==> src/rtl/adder_share_arbiter_if.sv <==
// ============================================================================
// Module   : adder_share_arbiter_if
// Purpose  : Request/response bundle for the shared-adder arbiter.
// Revision : 1.0  initial release
// ============================================================================
`default_nettype none

interface adder_share_arbiter_if #(
  parameter int BIT_WIDTH = 8,
  parameter int N_REQ     = 4
);
  localparam int ID_W = (N_REQ > 1) ? $clog2(N_REQ) : 1;

  logic [N_REQ-1:0]           req_valid;
  logic [N_REQ-1:0]           req_ready;
  logic [N_REQ*BIT_WIDTH-1:0] req_a;
  logic [N_REQ*BIT_WIDTH-1:0] req_b;
  logic                       rsp_valid;
  logic                       rsp_ready;
  logic [BIT_WIDTH-1:0]       rsp_sum;
  logic [ID_W-1:0]            rsp_id;
  logic                       busy;

  modport master (
    output req_valid, req_a, req_b, rsp_ready,
    input  req_ready, rsp_valid, rsp_sum, rsp_id, busy
  );

  modport slave (
    input  req_valid, req_a, req_b, rsp_ready,
    output req_ready, rsp_valid, rsp_sum, rsp_id, busy
  );
endinterface

`default_nettype wire

==> src/rtl/adder_share_arbiter.sv <==
// ============================================================================
// Module   : adder_share_arbiter
// Purpose  : Round-robin sharing of one registered adder among N_REQ
//            requesters; optional saturation via ADD_SHARE_SAT_EN.
// Revision : 1.0  initial release
// ============================================================================
`default_nettype none

module adder_share_arbiter #(
  parameter int BIT_WIDTH = 8,
  parameter int N_REQ     = 4
) (
  input  wire logic           clk,
  input  wire logic           rst_n,
  adder_share_arbiter_if.slave bus
);

  localparam int              ID_W    = (N_REQ > 1) ? $clog2(N_REQ) : 1;
  localparam logic [ID_W:0]   N_REQ_X = (ID_W+1)'(N_REQ);

  localparam logic [1:0] S_IDLE = 2'd0;
  localparam logic [1:0] S_EXEC = 2'd1;
  localparam logic [1:0] S_RESP = 2'd2;

  logic [1:0]           state_q, state_d;
  logic [ID_W-1:0]      rr_ptr_q, rr_ptr_d;
  logic [BIT_WIDTH-1:0] a_q, a_d;
  logic [BIT_WIDTH-1:0] b_q, b_d;
  logic [ID_W-1:0]      id_q, id_d;
  logic                 rsp_valid_q, rsp_valid_d;
  logic [BIT_WIDTH-1:0] rsp_sum_q, rsp_sum_d;
  logic [ID_W-1:0]      rsp_id_q, rsp_id_d;

  logic [N_REQ-1:0]     valid_rot;
  logic                 grant_any;
  logic [ID_W-1:0]      grant_off;
  logic [ID_W:0]        grant_sum;
  logic [ID_W-1:0]      grant_idx;
  logic [ID_W-1:0]      ptr_next;
  logic                 accept;
  logic                 rsp_fire;
  logic [BIT_WIDTH-1:0] sum_res;

  // Rotate so bit 0 is the requester at rr_ptr; the lowest set bit wins.
  assign valid_rot = (bus.req_valid >> rr_ptr_q)
                   | (bus.req_valid << (N_REQ_X - {1'b0, rr_ptr_q}));

  always_comb begin
    grant_any = 1'b0;
    grant_off = '0;
    for (int k = N_REQ - 1; k >= 0; k--) begin
      if (valid_rot[k]) begin
        grant_any = 1'b1;
        grant_off = ID_W'(k);
      end
    end
  end

  assign grant_sum = {1'b0, rr_ptr_q} + {1'b0, grant_off};
  assign grant_idx = (grant_sum >= N_REQ_X) ? ID_W'(grant_sum - N_REQ_X)
                                            : grant_sum[ID_W-1:0];
  assign ptr_next  = ({1'b0, grant_idx} == (N_REQ_X - 1'b1)) ? '0
                                                              : grant_idx + 1'b1;

  assign accept   = (state_q == S_IDLE) && grant_any;
  assign rsp_fire = rsp_valid_q && bus.rsp_ready;

`ifdef ADD_SHARE_SAT_EN
  logic [BIT_WIDTH:0] sum_full;
  assign sum_full = {1'b0, a_q} + {1'b0, b_q};
  assign sum_res  = sum_full[BIT_WIDTH] ? {BIT_WIDTH{1'b1}} : sum_full[BIT_WIDTH-1:0];
`else
  assign sum_res  = a_q + b_q;
`endif

  // FSM state register
  always_ff @(posedge clk or negedge rst_n) begin
    if (!rst_n) begin
      state_q <= S_IDLE;
    end else begin
      state_q <= state_d;
    end
  end

  // FSM next state
  always_comb begin
    state_d = state_q;
    case (state_q)
      S_IDLE:  if (accept)   state_d = S_EXEC;
      S_EXEC:                state_d = S_RESP;
      S_RESP:  if (rsp_fire) state_d = S_IDLE;
      default:               state_d = S_IDLE;
    endcase
  end

  // FSM outputs; grant is withheld while reset is asserted
  always_comb begin
    bus.req_ready = '0;
    if (rst_n && accept) begin
      bus.req_ready = N_REQ'(1) << grant_idx;
    end
    bus.busy = (state_q != S_IDLE);
  end

  always_comb begin
    rr_ptr_d    = rr_ptr_q;
    a_d         = a_q;
    b_d         = b_q;
    id_d        = id_q;
    rsp_valid_d = rsp_valid_q;
    rsp_sum_d   = rsp_sum_q;
    rsp_id_d    = rsp_id_q;
    if (accept) begin
      a_d      = bus.req_a[grant_idx*BIT_WIDTH +: BIT_WIDTH];
      b_d      = bus.req_b[grant_idx*BIT_WIDTH +: BIT_WIDTH];
      id_d     = grant_idx;
      rr_ptr_d = ptr_next;
    end
    if (state_q == S_EXEC) begin
      rsp_sum_d   = sum_res;
      rsp_id_d    = id_q;
      rsp_valid_d = 1'b1;
    end
    if ((state_q == S_RESP) && rsp_fire) begin
      rsp_valid_d = 1'b0;
    end
  end

  always_ff @(posedge clk or negedge rst_n) begin
    if (!rst_n) begin
      rr_ptr_q    <= '0;
      a_q         <= '0;
      b_q         <= '0;
      id_q        <= '0;
      rsp_valid_q <= 1'b0;
      rsp_sum_q   <= '0;
      rsp_id_q    <= '0;
    end else begin
      rr_ptr_q    <= rr_ptr_d;
      a_q         <= a_d;
      b_q         <= b_d;
      id_q        <= id_d;
      rsp_valid_q <= rsp_valid_d;
      rsp_sum_q   <= rsp_sum_d;
      rsp_id_q    <= rsp_id_d;
    end
  end

  assign bus.rsp_valid = rsp_valid_q;
  assign bus.rsp_sum   = rsp_sum_q;
  assign bus.rsp_id    = rsp_id_q;

endmodule

`default_nettype wire

==> src/flat_wrapper.sv <==
// flat-port wrapper written by rule: the top's interface ports become plain ports
module adder_share_arbiter_flat 
#(
  parameter int BIT_WIDTH = 8,
  parameter int N_REQ     = 4
)
  (clk, rst_n, bus_req_valid, bus_req_a, bus_req_b, bus_rsp_ready, bus_req_ready, bus_rsp_valid, bus_rsp_sum, bus_rsp_id, bus_busy);
  adder_share_arbiter_if #(.BIT_WIDTH(BIT_WIDTH), .N_REQ(N_REQ)) bus_i ();
  input  wire logic clk;
  input  wire logic rst_n;
  input wire logic [$bits(bus_i.req_valid)-1:0] bus_req_valid;
  input wire logic [$bits(bus_i.req_a)-1:0] bus_req_a;
  input wire logic [$bits(bus_i.req_b)-1:0] bus_req_b;
  input wire logic [$bits(bus_i.rsp_ready)-1:0] bus_rsp_ready;
  output wire logic [$bits(bus_i.req_ready)-1:0] bus_req_ready;
  output wire logic [$bits(bus_i.rsp_valid)-1:0] bus_rsp_valid;
  output wire logic [$bits(bus_i.rsp_sum)-1:0] bus_rsp_sum;
  output wire logic [$bits(bus_i.rsp_id)-1:0] bus_rsp_id;
  output wire logic [$bits(bus_i.busy)-1:0] bus_busy;
  assign bus_i.req_valid = bus_req_valid;
  assign bus_i.req_a = bus_req_a;
  assign bus_i.req_b = bus_req_b;
  assign bus_i.rsp_ready = bus_rsp_ready;
  assign bus_req_ready = bus_i.req_ready;
  assign bus_rsp_valid = bus_i.rsp_valid;
  assign bus_rsp_sum = bus_i.rsp_sum;
  assign bus_rsp_id = bus_i.rsp_id;
  assign bus_busy = bus_i.busy;
  adder_share_arbiter #(.BIT_WIDTH(BIT_WIDTH), .N_REQ(N_REQ)) u_core (.clk(clk), .rst_n(rst_n), .bus(bus_i));
endmodule
==> config.mk <==
export PLATFORM = sky130hd
export DESIGN_NAME = adder_share_arbiter_flat
export DESIGN_NICKNAME = d
export VERILOG_FILES = /design/src/rtl/adder_share_arbiter_if.sv /design/src/rtl/adder_share_arbiter.sv /design/src/flat_wrapper.sv
export SDC_FILE = /design/constraint.sdc
export NUM_CORES = 1
export LEC_CHECK = 0
export ABC_AREA = 1
export CAP_MARGIN = 40
export CORE_MARGIN = 2
export CORE_UTILIZATION = 42
export CTS_CLUSTER_DIAMETER = 50
export CTS_CLUSTER_SIZE = 40
export DETAILED_ROUTE_END_ITERATION = 8
export PLACE_DENSITY = 0.77
export SLEW_MARGIN = 10
export SYNTH_ARGS = -nofsm -noshare
export SYNTH_HDL_FRONTEND = slang
export SYNTH_SLANG_ARGS = --single-unit
==> constraint.sdc <==
create_clock -name clk -period 3.3 [get_ports clk]
set_input_delay 0.66 -clock clk [delete_from_list [all_inputs] [get_ports clk]]
set_output_delay 0.66 -clock clk [all_outputs]
set_load 0.05 [all_outputs]
==> results of run 1 <==
==> flip-flops by register name, indices dropped and copies added, names as in the netlist <==
name	count
u_core.a_q	8
u_core.id_q	2
u_core.state_q	2
u_core.bus.rsp_id	2
u_core.bus.rsp_sum	8
u_core.b_q	8
u_core.rr_ptr_q	2
u_core.bus.rsp_valid	1
==> layer usage <==
metal / track usage, % / wire, microns
met5: 0 / 0
met4: 6.50 / 133
met3: 2.97 / 315
met2: 34.7 / 3160
met1: 26.2 / 2910
==> kinds of logic (layout without fill, tap and decap cells) <==
kind of cell / Yosys count / after routing / share of synthesized area, %
and+or+nand+nor: 180 / 180 / 35.9
buffers and inverters: 39 / 139 / 7.81
muxes: 32 / 32 / 12.6
DFF: 33 / 33 / 32.4
AOI/OAI and AO/OA: 20 / 20 / 4.28
xor gates and xnor gates: 3 / 3 / 1.33
adders and majority gates: 11 / 11 / 5.70
==> layout make-up <==
type / count / area share, %
inverter: 26 / 2.69
multi-input combinational: 246 / 42.9
clock buffer: 7 / 2.26
timing repair buffer: 105 / 27.3
tap: 75 / 2.46
sequential: 33 / 21.7
clock inverter: 1 / 0.786
==> worst register-to-register path: stages (launching register included) <==
cell and delay (ns):
dfrtp_1 0.41, inv_4 0.06, ha_4 0.28, inv_2 0.05
nor2_4 0.10, nand2_2 0.07, nand2_2 0.09, nor2_4 0.04
a21oi_2 0.12, nor2_1 0.06, ha_2 0.33, buf_4 0.16
buf_12 0.23, mux2i_1 0.31, nand3_1 0.11, nand3_2 0.08
nand2_1 0.05
==> per-stage QoR <==
step                      util [%]  hold slack, ns  setup slack (ns)
final                         64.9           0.476           -0.0226
after floorplan                  -           0.364            0.0190
after global routing          64.9           0.510            -0.128
after global placement        61.1           0.455            -0.205
after detailed placement      61.1           0.466            -0.288
after CTS                     64.5           0.484          0.000316
==> final timing paths <==
path | start | to | slack, ns | cells past startpoint
worst min-delay path | u_core.bus.rsp_sum[5] | u_core.bus.rsp_sum[5] | 0.48 | 2
min in group asynchronous | rst_n | u_core.bus.rsp_sum[6] | 0.89 | 2
worst max register to register | u_core.rr_ptr_q[0] | u_core.b_q[2] | 0.66 | 16
max in group asynchronous | rst_n | u_core.rr_ptr_q[1] | 2.11 | 2
worst min register to register | u_core.bus.rsp_sum[5] | u_core.bus.rsp_sum[5] | 0.48 | 2
worst max-delay path | bus_req_valid[2] | bus_req_ready[2] | -0.02 | 17
==> cells in the final DEF, fill, tap and decap left out, types with 2 or more instances in the layout <==
cell type        count
nand2_1             84
inv_1               18
nor3_4               2
buf_4               18
a21oi_1              6
ha_1                 7
nand3_2              7
mux2i_1             32
buf_12               4
clkdlybuf4s50_1     78
inv_2                6
nand3_1             37
o21ai_0              8
o21bai_1             2
ha_4                 2
nand2_4              3
nor2_4               5
nand2_8              2
clkbuf_8             6
inv_4                2
dlygate4sd2_1        4
nor2_1               8
dfrtp_1             32
nand2_2             26
==> repair_timing <==
item                                   in CTS  in global routing
setup buffers                               4                  1
endpoints found under the hold margin       0                  0
pin swaps                                  11                 15
setup endpoints to repair                   4                  4
gates resized for setup                    18                  6
==> impl_results.md, run 1 <==
- Run status: finished with violations
- Failing checks: setup timing
- Post-CTS Hold Buffers: 0
- Final Slew Violations: 0
- Syn Inst Count: around 320
- Clk buf depth: 2
- Most common cell in the netlist: nand2_1
- Clk Latency, worst-skew pair: 0.28 ns
- YS warnings: 0
- Ys async rst share: between 90% and 100%
- Dpl hpwl: ~4.9 mm
- Max Cap Viol: 0
- Core Area: around 6000 sq um
- Register area: about 830 sq um
- Clock skew: 0.00669 ns
- Clk sinks: 33
- Post-route cell area: 3820 sq um
- Ys flop type: dfrtp_1
- Post-Route WL: 6.52 mm
- Post-synth top area share: about a third
- Hold Crit Class: reg2reg
- Total GRT Usage: about a fifth
- Total CTS buffers: 5
- Crit-path slowest cell: dlygate4sd2_1
- WP data arrival: roughly 2.7 ns
- Sequential fraction of the synthesis area: roughly a third
- Fin crit share: 101%
- RSZ-0062 raised after global routing: yes
- Final setup viols: 3
- Largest net degree at the start of global routing: 34
- Slew HR: 66.3%
- Inst Count DP: 480
- Slew at the pin with the worst max-slew slack: slightly above 0.5 ns
- Post-layout minimum cycle time: between 3 and 4 ns
- CP Capture Type: output pin
- Vias: around 2500
- Syn-to-layout area delta: 50.0%
- IO buf count: 86
- Final hold vios: 0
- Worst Path Max Fanout: 5
- First-pass GRT wire length: 10.5 mm
- Number of DRC markers in iteration 0: 72
- Clock slew at reported path FFs: 0.06 ns
- Die Width: 81.9 microns
- Yosys reg bits: 33
- Final GP Congestion: slightly below 0.8
- Ranking of synthesized cells by area: dfrtp_1, nand2_1, mux2i_1
- DR pass1 iterations: 5
- WL/cell: 13.2 microns
- # rows: 28
- Area of the multi-input gates: between 1500 and 2000 sq um
- CP Cell Sequence: dlygate4sd2_1 -> nand2_2 -> nand2_2 -> nand2_2 -> inv_2 -> nor2_4 -> a21oi_2 -> nor2_1 -> ha_2 -> xor2_4 -> inv_2 -> nand3_4 -> nand2_8 -> ha_4 -> inv_2 -> nor2_4 -> buf_6
- Initial antenna violation count: 0
- Mapped Nets: 400
- Worst path bufs/invs: 5
- Vias per inst: around 5.0
- Post-synth EDFFs: 0
- Cell Area, Synth: 2550 sq um
- # IOs: 87
- Syn avg cell area: 8.01 sq um
- # H-tree levels: 2
- Number of distinct library cells after synthesis: 37
- Die height: around 80 microns
- DRC errors left: 0
- Startpoint class of the critical path: primary input
- Layout cells sized above 1: about 22%
- Final TNS setup: -0.0359 ns
- Max incr delay on CP: between 0.2 and 0.3 ns
- TritonCTS clock tree: yes
- Filler cells: approximately 500
- Synth top cells by count: nand2_1, nand3_1, dfrtp_1
- Req. time, crit path: roughly 2.6 ns
- Placed cell area: approximately 3600 sq um
- CP Class: in2out
- # diodes: 0
- Detail Route Antenna Nets: 0
- Die area: approximately 6700 sq um
- Final global-route overflow total: 0
- Final cell count without fillers: 493
- Largest area contributor in the netlist: dfrtp_1
- Final net count: 499
- Root Driver: clkbuf_8
- Starting density of the core: 43.3%
- Final WS setup: -0.0226 ns
- Maximum achievable frequency: between 300 and 400 MHz
- Worst path top cell family by delay: simple AND/OR/NAND/NOR gates
- Vias in the first global route: roughly 2300
Power of run 1 is left out: the tool's default activity adds up to more than one toggle a clock period on the data nets, which glitch-free logic cannot reach.
==> inputs of run 2 (changes only) <==
--- a/config.mk
+++ b/config.mk
@@ -10,10 +10,10 @@
 export CORE_MARGIN = 2
 export CORE_UTILIZATION = 42
 export CTS_CLUSTER_DIAMETER = 50
-export CTS_CLUSTER_SIZE = 40
 export DETAILED_ROUTE_END_ITERATION = 8
 export PLACE_DENSITY = 0.77
 export SLEW_MARGIN = 10
 export SYNTH_ARGS = -nofsm -noshare
 export SYNTH_HDL_FRONTEND = slang
 export SYNTH_SLANG_ARGS = --single-unit
+export TNS_END_PERCENT = 10
==> impl_results.md, run 2 (synthesized netlist as in run 1, its figures left out) <==
- Run status: finished with violations
- Failing checks: setup timing
- RSZ-0062 raised after global routing: yes
- Die Width: 81.9 microns (unchanged)
- WP data arrival: 2.66 ns (about the same)
- # rows: 28 (unchanged)
- Final GP Congestion: 0.788 (unchanged)
- CP Class: in2out
- Worst Path Max Fanout: 5 (unchanged)
- Post-CTS Hold Buffers: 0 (unchanged)
- Most common cell after layout, fill and taps aside: nand2_1
- Final hold vios: 0 (unchanged)
- Filler cells: 488 (unchanged)
- Slew at the pin with the worst max-slew slack: 0.503 ns (unchanged)
- Max Cap Viol: 0 (unchanged)
- Total CTS buffers: 5 (unchanged)
- IO buf count: 86 (unchanged)
- Root Driver: clkbuf_8
- Slew HR: 66.3% (unchanged)
- Inst Count DP: 480 (unchanged)
- Die height: 81.9 microns (unchanged)
- Core Area: 5890 sq um (unchanged)
- Number of DRC markers in iteration 0: 77 (+6.9%)
- Clk Latency, worst-skew pair: 0.28 ns (about the same)
- DR pass1 iterations: 5 (unchanged)
- Most frequent cells in the layout: nand2_1, clkdlybuf4s50_1, nand3_1
- Post-layout minimum cycle time: 3.32 ns (unchanged)
- Post-Route WL: 6.52 mm (unchanged)
- Hold Crit Class: reg2reg
- Largest net degree at the start of global routing: 34 (unchanged)
- Detail Route Antenna Nets: 0 (unchanged)
- Die area: 6700 sq um (unchanged)
- Req. time, crit path: 2.64 ns (about the same)
- Layout cells sized above 1: 22.2% (unchanged)
- Starting density of the core: 43.3% (unchanged)
- Syn-to-layout area delta: 50.0% (unchanged)
- # H-tree levels: 2 (unchanged)
- Vias per inst: 4.97 (unchanged)
- Vias in the first global route: 2335 (unchanged)
- Final net count: 499 (unchanged)
- Clock skew: 0.00669 ns (unchanged)
- Final WS setup: -0.0226 ns (unchanged)
- Dpl hpwl: 4.88 mm (unchanged)
- Vias: 2452 (unchanged)
- Final global-route overflow total: 0 (unchanged)
- Total GRT Usage: 20.3% (unchanged)
- Clk buf depth: 2 (unchanged)
- DRC errors left: 0 (unchanged)
- Hold Crit Depth: 2 (unchanged)
- Maximum achievable frequency: 301 MHz (unchanged)
- Initial antenna violation count: 0 (unchanged)
- WL/cell: 13.2 microns (unchanged)
- # IOs: 87 (unchanged)
- Final Slew Violations: 0 (unchanged)
- # diodes: 0 (unchanged)
- TritonCTS clock tree: yes
- Worst Reg2Reg Path Length in Cells: 16 (unchanged)
- Fin crit share: 101% (unchanged)
- Clk sinks: 33 (unchanged)
- Final cell count without fillers: 493 (unchanged)
- Clock slew at reported path FFs: 0.06 ns (about the same)
- Startpoint class of the critical path: primary input
- CP Capture Type: output pin
- Final setup viols: 3 (unchanged)
- First-pass GRT wire length: 10.5 mm (unchanged)
## run 2: cell counts in the layout (fill, tap and decap cells not counted)
No cell type changed its count.
## run 2: per-stage QoR
step	utilization [%]	setup slack [ns]	area (sq um)	setup TNS, ns	hold WS (ns)
floorplan	-	0.0190	2600	0	0.364
global placement	61.1	-0.205	3600	-0.372	0.455
detailed placement	61.1	-0.288	3600	-0.684	0.466
CTS	64.5	0.000316	3790	0	0.484
global route	64.9	-0.128	3820	-0.399	0.510
finish	64.9	-0.0226	3820	-0.0359	0.476
## run 2: worst max-delay path, cell delays in order
cell and delay (ns):
dlygate4sd2_1 0.27, nand2_2 0.10, nand2_2 0.08, nand2_2 0.08, inv_2 0.04, nor2_4 0.11, a21oi_2 0.06, nor2_1 0.11
ha_2 0.25, xor2_4 0.24, inv_2 0.07, nand3_4 0.09, nand2_8 0.08, ha_4 0.16, inv_2 0.06, nor2_4 0.03
buf_6 0.16
## run 2: area by class of cell
class | instances | area (sq um) | area share (%)
clock inverter | 1 | 30.0 | 0.786
timing repair buffer | 105 | 1040 | 27.3
tap | 75 | 93.8 | 2.46
inverter | 26 | 103 | 2.69
multi-input combinational | 246 | 1640 | 42.9
clock buffer | 7 | 86.3 | 2.26
sequential | 33 | 827 | 21.7
## run 2: repair_timing
item / 4_1_cts / 5_1_grt
gates cloned: 0 / 0
endpoints found under the hold margin: 0 / 0
gates resized for setup: 18 / 6
setup endpoints to repair: 4 / 4
pin swaps: 11 / 15
buffers inserted: 4 / 1
## run 2: path summary, 6_finish.rpt
check	to	slack [ns]	from
setup / recovery	bus_req_ready[2]	-0.02	bus_req_valid[2]
hold / removal	u_core.bus.rsp_sum[5]	0.48	u_core.bus.rsp_sum[5]
setup reg to reg	u_core.b_q[2]	0.66	u_core.rr_ptr_q[0]
hold reg to reg	u_core.bus.rsp_sum[5]	0.48	u_core.bus.rsp_sum[5]
max in group asynchronous	u_core.rr_ptr_q[1]	2.11	rst_n
min in group asynchronous	u_core.bus.rsp_sum[6]	0.89	rst_n
## run 2: routing by layer
metal | global-route usage (%) | vias to the layer above | wire length, microns
met5 | 0 | - | 0
met4 | 6.50 | 0 | 133
met3 | 2.97 | 13 | 315
met2 | 34.7 | 88 | 3160
met1 | 26.2 | 1107 | 2910
li1 | - | 1244 | -
Power of run 2 is left out for the same reason.
==> inputs of run 3 (changes only) <==
--- a/config.mk
+++ b/config.mk
@@ -12,6 +12,8 @@
 export CTS_CLUSTER_DIAMETER = 50
 export DETAILED_ROUTE_END_ITERATION = 8
 export PLACE_DENSITY = 0.77
+export SETUP_SLACK_MARGIN = 0.2
+export SKIP_CTS_REPAIR_TIMING = 1
 export SLEW_MARGIN = 10
 export SYNTH_ARGS = -nofsm -noshare
 export SYNTH_HDL_FRONTEND = slang
==> impl_results.md, run 3 (synthesized netlist as in run 1, its figures left out) <==
- Met1 Use GR: 25.5% (-0.64 points)
- Maximum achievable frequency: 301 MHz (+0.11%)
- CP Cell Sequence: inv_4 -> ha_4 -> inv_1 -> nor2_2 -> nand2_2 -> nand3_2 -> a21oi_2 -> nor2_1 -> ha_2 -> xor2_4 -> buf_12 -> nand2_8 -> nand2_8 -> ha_4 -> inv_2 -> nor2_4 -> buf_8
- Final WS setup: -0.0191 ns (+0.00353 ns)
- Most common cell after layout, fill and taps aside: nand2_1
- R2r setup slk: 0.61 ns (-0.05 ns)
- # H-tree levels: 2 (unchanged)
- Clock skew: 0.00288 ns (-0.00381 ns)
- Core Area: 5890 sq um (unchanged)
- Final Slew Violations: 0 (unchanged)
- Startpoint class of the critical path: flop
- Most frequent cells in the layout: nand2_1, clkdlybuf4s50_1, nand3_1
- Req. time, crit path: 2.64 ns (about the same)
- Number of DRC markers in iteration 0: 80 (+3.9%)
- Die area: 6700 sq um (unchanged)
- Syn-to-layout area delta: 49.6%
- Crit-path slowest cell: dfrtp_1
- Final setup viols: 1 (-2)
- RSZ-0062 raised after global routing: yes
- Gr busiest metal: met2
- Starting density of the core: 43.3% (unchanged)
- Largest net degree at the start of global routing: 34 (unchanged)
- Min Hold Slack: 0.477 ns (+0.000377 ns)
- Post-layout minimum cycle time: 3.32 ns (-0.00353 ns)
- CP Class: reg2out
- Vias per inst: 4.86 (-2.2%)
- Hold Crit Depth: 2 (unchanged)
- Failing checks: setup timing
- # diodes: 0 (unchanged)
- Detail Route Antenna Nets: 0 (unchanged)
- Worst Reg2Reg Path Length in Cells: 18 (+2)
- Die Width: 81.9 microns (unchanged)
- Hold Crit Class: reg2reg
- TritonCTS clock tree: yes
- Max incr delay on CP: 0.39 ns (+0.12 ns)
- CP Capture Type: output pin
- Final net count: 500 (+0.20%)
- Die height: 81.9 microns (unchanged)
- DR pass1 iterations: 4 (-1)
- Total GRT Usage: 19.1% (-1.1 points)
- Hold worst-path end: u_core.bus.rsp_sum[5]
- WL/cell: 12.5 microns (-5.1%)
- HP Start: u_core.bus.rsp_sum[5]
- IO buf count: 86 (unchanged)
- Crit. path cell count: 17 (unchanged)
- Final GP Congestion: 0.850 (+7.8%)
- WP data arrival: 2.66 ns (about the same)
- Worst path bufs/invs: 5 (unchanged)
- Final TNS setup: -0.0191 ns (+0.0168 ns)
- Clk buf depth: 2 (unchanged)
- Run status: finished with violations
- FF-to-FF End: u_core.a_q[5]
- Clk sinks: 33 (unchanged)
- Clock slew at reported path FFs: 0.06 ns (about the same)
- Initial antenna violation count: 0 (unchanged)
- Vias in the first global route: 2260 (-3.2%)
- Worst path top cell family by delay: simple AND/OR/NAND/NOR gates
- Worst r2r src: u_core.rr_ptr_q[0]
- Worst Path Max Fanout: 5 (unchanged)
- Final global-route overflow total: 0 (unchanged)
- Met3 usage: 4.62% (+1.6 points)
- Clk Latency, worst-skew pair: 0.29 ns (about the same)
- Post-Route WL: 6.20 mm (-5.0%)
- # IOs: 87 (unchanged)
- Max Cap Viol: 0 (unchanged)
- Total CTS buffers: 5 (unchanged)
- First-pass GRT wire length: 9.95 mm (-5.2%)
- Slew at the pin with the worst max-slew slack: 0.490 ns (-0.0135 ns)
- # rows: 28 (unchanged)
- Fin crit share: 101% (-0.11 points)
- Final hold vios: 0 (unchanged)
- Met2 Use GR: 31.2% (-3.5 points)
- Dpl hpwl: 4.77 mm (-2.3%)
- Layout cells sized above 1: 21.5% (-0.77 points)
- Root Driver: clkbuf_8
- Vias: 2403 (-2.0%)
- Slew HR: 67.2% (+0.90 points)
- DRC errors left: 0 (unchanged)
[run 3: cell types whose count changed in the layout (fill, tap and decap cells not counted), sizes merged]
cell          change
buf               +1
clkbuf            +1
bufinv            -1
dlygate4sd2       -4
dlymetal6s2s      +4
[run 3: layer usage]
layer / up-vias / routed length, microns
met5: - / 0
met4: 0 / 54
met2: 76 / 2990
li1: 1236 / -
met1: 1085 / 2820
met3: 6 / 329
[run 3: final cells by class]
| type | instances | area (sq um) |
|---|---|---|
| timing repair buffer | 106 | 1080 |
| multi-input combinational | 246 | 1630 |
| clock buffer | 8 | 80.1 |
| sequential | 33 | 827 |
| inverter | 26 | 103 |
| tap | 75 | 93.8 |
| fill | 501 | 2080 |
[run 3: worst max path at each step]
stage	start	endpoint
6_report	u_core.rr_ptr_q[0]	bus_req_ready[2]
3_5_place_dp	bus_req_valid[3]	bus_req_ready[2]
2_1_floorplan	u_core.rr_ptr_q[0]	bus_req_ready[0]
4_1_cts	bus_req_valid[3]	bus_req_ready[2]
3_3_place_gp	bus_req_valid[3]	bus_req_ready[2]
5_1_grt	u_core.rr_ptr_q[0]	bus_req_ready[2]
[run 3: tightest hold or removal path, delay by kind of cell, from the launching register on]
| family | cells | cell delay, ns |
|---|---|---|
| DFF | 1 | 0.34 |
| and+or+nand+nor | 2 | 0.11 |
[run 3: metrics by stage]
stage	std cells	instance area (sq um)	worst slack (ns)	utilization, %
6_report	494	3810	-0.0191	64.7
5_1_grt	494	3810	-0.134	64.7
4_1_cts	489	3700	-0.245	62.9
3_3_place_gp	481	3620	-0.193	61.5
3_5_place_dp	481	3620	-0.245	61.5
2_1_floorplan	318	2610	0.0324	-
Power of run 3 is left out for the same reason.
